## src/rtl/bcd_seven_seg_scanner.sv

```systemverilog
`default_nettype none
// ============================================================================
// Module  : bcd_seven_seg_scanner
// Brief   : Two-digit multiplexed seven-segment driver with per-frame sampling
//           and inter-digit blanking.
// Revision: 1.0 - initial release
// ============================================================================
module bcd_seven_seg_scanner #(
  parameter int REFRESH_DIV        = 50000,
  parameter int BLANK_CYCLES       = 2,
  parameter int COMMON_ANODE       = 1,
  parameter int BLANK_LEADING_ZERO = 1
) (
  input  logic       clk,
  input  logic       reset,
  input  logic [3:0] units_place,
  input  logic [3:0] tens_place,
  output logic [6:0] seg,
  output logic [1:0] an,
  output logic       frame_tick
);

  localparam int c_MAX_DUR =
      (REFRESH_DIV > BLANK_CYCLES) ? ((REFRESH_DIV > 2) ? REFRESH_DIV : 2)
                                   : ((BLANK_CYCLES > 2) ? BLANK_CYCLES : 2);
  localparam int CW = $clog2(c_MAX_DUR);

  localparam logic [CW-1:0] c_REFRESH_LAST = CW'(REFRESH_DIV - 1);
  localparam logic [CW-1:0] c_BLANK_LAST   =
      (BLANK_CYCLES > 0) ? CW'(BLANK_CYCLES - 1) : '0;
  localparam logic c_HAS_GAP = (BLANK_CYCLES > 0);
  localparam logic c_INV     = (COMMON_ANODE != 0);
  localparam logic c_BLZ     = (BLANK_LEADING_ZERO != 0);

  typedef enum logic [2:0] {
    S_LOAD  = 3'd0,
    S_UNITS = 3'd1,
    S_GAP_A = 3'd2,
    S_TENS  = 3'd3,
    S_GAP_B = 3'd4
  } state_t;

  state_t          r_state;
  logic [CW-1:0]   r_cnt;
  logic [3:0]      r_units;
  logic [3:0]      r_tens;
  logic [6:0]      r_seg;
  logic [1:0]      r_an;
  logic            r_tick;

  state_t          w_state_nxt;
  logic [CW-1:0]   w_cnt_nxt;
  logic [3:0]      w_units_nxt;
  logic [3:0]      w_tens_nxt;
  logic [6:0]      w_seg_ah;
  logic [1:0]      w_an_ah;

  function automatic logic [6:0] f_decode(input logic [3:0] d);
    logic [6:0] s;
    case (d)
      4'd0:    s = 7'h3F;
      4'd1:    s = 7'h06;
      4'd2:    s = 7'h5B;
      4'd3:    s = 7'h4F;
      4'd4:    s = 7'h66;
      4'd5:    s = 7'h6D;
      4'd6:    s = 7'h7D;
      4'd7:    s = 7'h07;
      4'd8:    s = 7'h7F;
      4'd9:    s = 7'h6F;
      default: s = 7'h40;
    endcase
    return s;
  endfunction

  always_comb begin
    w_state_nxt = r_state;
    case (r_state)
      S_LOAD:  w_state_nxt = S_UNITS;
      S_UNITS: if (r_cnt == c_REFRESH_LAST) w_state_nxt = c_HAS_GAP ? S_GAP_A : S_TENS;
      S_GAP_A: if (r_cnt == c_BLANK_LAST)   w_state_nxt = S_TENS;
      S_TENS:  if (r_cnt == c_REFRESH_LAST) w_state_nxt = c_HAS_GAP ? S_GAP_B : S_LOAD;
      S_GAP_B: if (r_cnt == c_BLANK_LAST)   w_state_nxt = S_LOAD;
      default: w_state_nxt = S_LOAD;
    endcase
    w_cnt_nxt = (w_state_nxt != r_state) ? '0 : r_cnt + 1'b1;
  end

  // Outputs are registered, so they are derived from the values the state
  // and shadow registers are about to take.
  always_comb begin
    w_units_nxt = (r_state == S_LOAD) ? units_place : r_units;
    w_tens_nxt  = (r_state == S_LOAD) ? tens_place  : r_tens;
    w_an_ah     = 2'b00;
    w_seg_ah    = 7'h00;
    case (w_state_nxt)
      S_UNITS: begin
        w_an_ah  = 2'b01;
        w_seg_ah = f_decode(w_units_nxt);
      end
      S_TENS: begin
        if (!(c_BLZ && (w_tens_nxt == 4'd0))) begin
          w_an_ah  = 2'b10;
          w_seg_ah = f_decode(w_tens_nxt);
        end
      end
      default: ;
    endcase
  end

  always_ff @(posedge clk or negedge reset) begin
    if (!reset) begin
      r_state <= S_LOAD;
      r_cnt   <= '0;
      r_units <= 4'd0;
      r_tens  <= 4'd0;
      r_seg   <= {7{c_INV}};
      r_an    <= {2{c_INV}};
      r_tick  <= 1'b0;
    end else begin
      r_state <= w_state_nxt;
      r_cnt   <= w_cnt_nxt;
      r_units <= w_units_nxt;
      r_tens  <= w_tens_nxt;
      r_seg   <= w_seg_ah ^ {7{c_INV}};
      r_an    <= w_an_ah ^ {2{c_INV}};
      r_tick  <= (w_state_nxt == S_LOAD);
    end
  end

  assign seg        = r_seg;
  assign an         = r_an;
  assign frame_tick = r_tick;

endmodule
`default_nettype wire

```

## config.mk

```make
export PLATFORM = sky130hd
export DESIGN_NAME = bcd_seven_seg_scanner
export DESIGN_NICKNAME = d
export VERILOG_FILES = /design/src/rtl/bcd_seven_seg_scanner.sv
export SDC_FILE = /design/constraint.sdc
export NUM_CORES = 1
export LEC_CHECK = 0
export ABC_CLOCK_PERIOD_IN_PS = 2800
export CAP_MARGIN = 20
export CORE_MARGIN = 2
export CORE_UTILIZATION = 57
export DETAILED_ROUTE_END_ITERATION = 8
export PLACE_DENSITY_LB_ADDON = 0.05
export REMOVE_ABC_BUFFERS = 1
export SLEW_MARGIN = 20
export SYNTH_ARGS = -nofsm -noshare
export SYNTH_HDL_FRONTEND = slang
export SYNTH_SLANG_ARGS = --single-unit
```

## constraint.sdc

```tcl
create_clock -name clk -period 2.8 [get_ports clk]
set_input_delay 0.42 -clock clk [delete_from_list [all_inputs] [get_ports clk]]
set_output_delay 0.42 -clock clk [all_outputs]
set_load 0.03 [all_outputs]
```

# [Yosys cells after proc, flatten, opt, wreduce, memory -nomap -nowiden]
# Memories as Yosys holds them, arrays and structs flattened.
# Cells that the tools add are included.
[word_totals] rom_bits=224 latch_bits=0 elab_cells=36 ramBits=0 memories=2 inputBits=10 out_inout_bits=10 reg_bits=37
[op_classes] reduce_logical=3 n_div=0 n_addsub=1 mux=12 n_mul=0 bitwise=2 order_cmp=0 n_shift=0 n_eq_ne=9
[mem_list] memory="(no name shown)" depth=16 width=7 read_ports=1 rd_ports_with_merged_regs=0 write_ports=0 line="60" rtl="case (d)"
[mem_list] memory="(no name shown)" depth=16 width=7 read_ports=1 rd_ports_with_merged_regs=0 write_ports=0 line="60"
[ops] cell="$add A16 B1 Y16 const B" n=1
[ops] cell="$eq A16 B1 Y1 const B" n=1
[ops] cell="$eq A16 B16 Y1 const B" n=1
[ops] cell="$mux W16" n=1
[ops] cell="$pmux W3 S5" n=1
[ops] cell="$pmux W7 S2" n=1
[ops] cell="$mux W3" n=4
[ops] cell="$eq A3 B2 Y1 const B" n=3
[ops] cell="$mux W4" n=2
[ops] cell="$mux W7" n=1
[ops] cell="$not A7 Y7" n=1
[ops] cell="$eq A3 B1 Y1 const B" n=2
[ops] cell="$logic_not A3 Y1" n=2
[ops] cell="$logic_not A4 Y1" n=1
[ops] cell="$pmux W2 S2" n=1
[ops] cell="$eq A3 B3 Y1 const B" n=1
[ops] cell="$ne A3 B3 Y1" n=1
[ops] cell="$mux W2" n=1
[ops] cell="$not A2 Y2" n=1

# [Logic depth before layout (Yosys ltp)]
[logic_depth] ltp_word=6 depth_mapped=9 mapped_depth_nobuf=7

# [Worst setup path before layout]
# No wires, ideal clock.
[synth_timing] kind="register -> register" from="register r_state[2]" to="register r_seg[1] (netlist: seg[1])" path_buffers=1 t_arrival_ps=2413 slack_ps=304 required_time_ps=2717 path_stages_with_launch=9 period_less_slack_ps=2496 setup_time_ps=83 cell_sequence="dfrtp_1 clkbuf_1 nor3_2 mux2i_1 ha_1 inv_1 o31ai_1 a2111oi_4 a22oi_1"
[synth_between] elab_chain_len=6 elab_cells_between_ends=20 classes_between="eq/ne (6); mux (9); bitwise (1); reduce/logical (2); memory (2)"
[synth_lines] item="from (decl)" line="43" rtl="state_t r_state;"
[synth_lines] item="from (signal assigned)" line="121" rtl="r_state <= w_state_nxt;"
[synth_lines] item="$logic_not A3 Y1" line="78, 92, 93"
[synth_lines] item="$mux W4" line="93" rtl="w_tens_nxt = (r_state == S_LOAD) ? tens_place : r_tens;"
[synth_lines] item="$mem_v2 Z16 W7 or $logic_not A4 Y1 (tied branches)"
[synth_lines] item="$mux W7" line="102" rtl="if (!(c_BLZ && (w_tens_nxt == 4'd0))) begin"
[synth_lines] item="$pmux W7 S2 (*)" line="96" rtl="case (w_state_nxt)"
[synth_lines] item="$not A7 Y7 (no source line) (*)"
[synth_lines] item="to (signal assigned)" line="117" rtl="r_seg <= {7{c_INV}};"
[synth_lines] item="to (signal assigned)" line="125" rtl="r_seg <= w_seg_ah ^ {7{c_INV}};"
[synth_lines] item="to (decl)" line="47" rtl="logic [6:0] r_seg;"
# Mark *: on every way between the ends. The rest lies on a longest branch, timed or not.

# [Worst setup path after layout]
[layout_timing] from="register r_state[1]" to="register r_seg[4] (netlist: seg[4])"
# The elaborated chain is that of the path after synthesis.

==> flow_metrics.tcl <==
set metrics [dict create \
    status "finished, final reports clean" \
    die-area_sq_um 4400 \
    grt_usage 0.243 \
    rrSetupSlack_ns 0.28 \
    place_area_sq_um 2480 \
    drt_wl_total_um 4820 \
    core_area_sq_um 3690 \
    post-cts-setup-buffers 0 \
    synthCells 213 \
    drtIter0Drc 140 \
    clock_path_buffers 2 \
    grt_max_degree 38 \
    cts_resized 0 \
    dp_hpwl_um 3510 \
    drtAntennaViolNets 0 \
    insertedDiodeCount 0 \
    start_util 0.601 \
    min_path_type "reg2reg" \
    finalHoldViolations 0 \
    clock_latency_ns 0.28 \
    wl_per_cell_um 16.7 \
    htree_levels 2 \
    fin_area_sq_um 2600 \
    postCtsHoldBufs 0 \
    rows 22 \
    fp.dieH_um 66.4 \
    slew_headroom 0.503 \
    vdd_drop_max_v 0.000248 \
    min_period_over_period 0.901 \
    synth_cell_types 44 \
    yosysTopAreaCellShare 0.316 \
    syn_area_per_cell_sq_um 10.4 \
    final_cells 288 \
    crit_path_start_kind "flip-flop" \
    p_leak_nw 1.08 \
    grt_pass1_vias 1655 \
    drive_above_1_share 0.200 \
    required_ns 3.00 \
    reg2reg_depth 7 \
    cts_buffers 5 \
    ys_top_cells_by_area "dfrtp_1 32%, dfstp_2 11%, ha_1 6.2%" \
    cts_sinks 37 \
    ios 20 \
    clk_pin_slew_ns 0.07 \
    drtPass1Iterations 4 \
    arrival_ns 2.73 \
    setup_viol 0 \
    grt_antenna_before_repair 0 \
    drv_slew 0 \
    max-cap-violations 0 \
    synth_top_area_cell "dfrtp_1" \
    area.growth.synth_to_final_pct 17.2 \
    finalSetupTns_ns 0 \
    nNetsFinal 260 \
    grt_pass1_wl_um 8020 \
    critical_path_class "reg2reg" \
    cts_tree "built" \
    dp_slack_ns 0.198 \
    post-route-min-period_ns 2.52 \
    drc 0 \
    worstSetupEndpointType "flip-flop" \
    min_path_cells 1 \
    yosys_register_bits 37 \
    cp_max_fo 11 \
    rsz0062_at_grt "false" \
    gp_congestion 0.885 \
    worst_slack_ns 0.277 \
    skew_ns 0.00641 \
    vias 1722 \
    dpl.cell_count 280 \
    synth.yosys.seq_area_share 0.423 \
    vias_per_cell 5.98 \
    portBuffers 19 \
    grt.overflow.total 0 \
    yosysWarnings 0 \
    p_per_area_nw_per_um2 443 \
    holdWs_ns 0.519 \
    tightest_slew_ns 0.739 \
    die_w_um 66.4 \
    netlist_area_sq_um 2220 \
    max_freq_mhz 396 \
    cts_root_buf "clkbuf_8" \
]
==> worst max-delay path, stage by stage, from the launching register on <==
cell and delay [ns]:
dfrtp_1 0.56, nor3_2 0.39, mux2i_1 0.36, ha_1 0.19, inv_1 0.09, o31ai_1 0.49
nor3_1 0.17, a32oi_1 0.20
==> metal layers <==
layer  wire [um]  track usage
met1        2360        0.360
met4          42       0.0816
met2        2180        0.356
met3         235       0.0426
met5           0            0
==> per-stage QoR <==
step / utilization / total power [W]
after detailed placement: 0.673 / 0.000690
final: 0.704 / 0.00115
after CTS: 0.704 / 0.00116
after floorplan: - / 0.000633
after global placement: 0.673 / 0.000686
after global routing: 0.704 / 0.00120
==> logic make-up after synthesis <==
group	share of synthesized area
multiplexers	0.0271
buffers and inverters	0.0525
flip-flops	0.423
adder cells (fa/ha/maj)	0.0621
AO/OA/AOI/OAI	0.165
XOR/XNOR	0.0514
AND/OR/NAND/NOR	0.219
==> state kept, by name, indices dropped and copies added (netlist names) <==
signal      cells
r_tens          4
r_state         3
r_units         4
frame_tick      1
seg             7
r_cnt          16
an              2
==> Yosys cell counts <==
library cell	number
dfrtp_1	28
inv_1	19
ha_1	11
nor3_2	11
xnor2_1	11
dfstp_2	9
nand2_1	9
o21ai_0	9
nand3_1	8
nor2_1	8
nor3_1	7
clkbuf_1	6
mux2i_1	6
o31ai_1	6
a21oi_1	5
a22oi_1	5
nand4_1	5
or3_1	5
or4b_2	5
nor4_1	4
a211oi_1	3
and2_1	3
and3_1	3
or4_1	3
a21boi_0	2
a32oi_1	2
o21bai_1	2
xor2_1	2
a2111oi_4	1
a21bo_2	1
a21o_1	1
a21oi_2	1
a221oi_4	1
a2bb2oi_1	1
a41oi_1	1
buf_4	1
buf_8	1
nand3b_1	1
o2111ai_1	1
o41a_4	1
o41ai_2	1
or3b_2	1
or4_4	1
or4b_1	1
==> layout make-up <==
cell class                      count  area (sq um)
Multi-Input combinational cell    149          1160
Fill cell                         302          1090
Inverter                           19          71.3
Sequential cell                    37           937
Timing Repair Buffer               27           250
Clock inverter                      1          30.0
Clock buffer                        7          86.3
Tap cell                           48          60.1
==> final timing paths <==
check / from / endpoint
max reg2reg: r_state[1] / seg[4]
min in group asynchronous: reset / r_tens[0]
min reg2reg: r_cnt[0] / r_cnt[0]
max: r_state[1] / seg[4]
min: r_cnt[0] / r_cnt[0]
max in group asynchronous: reset / an[1]
==> power by group <==
group / internal (W) / switching, W
Clock: 0.000290 / 0.000179
Combinational: 0.0000508 / 0.0000683
Sequential: 0.000555 / 0.00000661
Total: 0.000896 / 0.000254
==> cells in the final DEF (no fill, tap or decap), types with 6 or more instances in the layout <==
master,n
buf_4,8
clkbuf_8,6
clkdlybuf4s50_1,19
dfrtp_1,28
dfstp_2,9
ha_1,11
inv_1,19
mux2i_1,6
nand2_1,9
nand3_1,8
nor2_1,8
nor3_1,7
nor3_2,11
o21ai_0,9
o31ai_1,6
xnor2_1,11
Note: power is estimated with default switching activity, not from simulation.
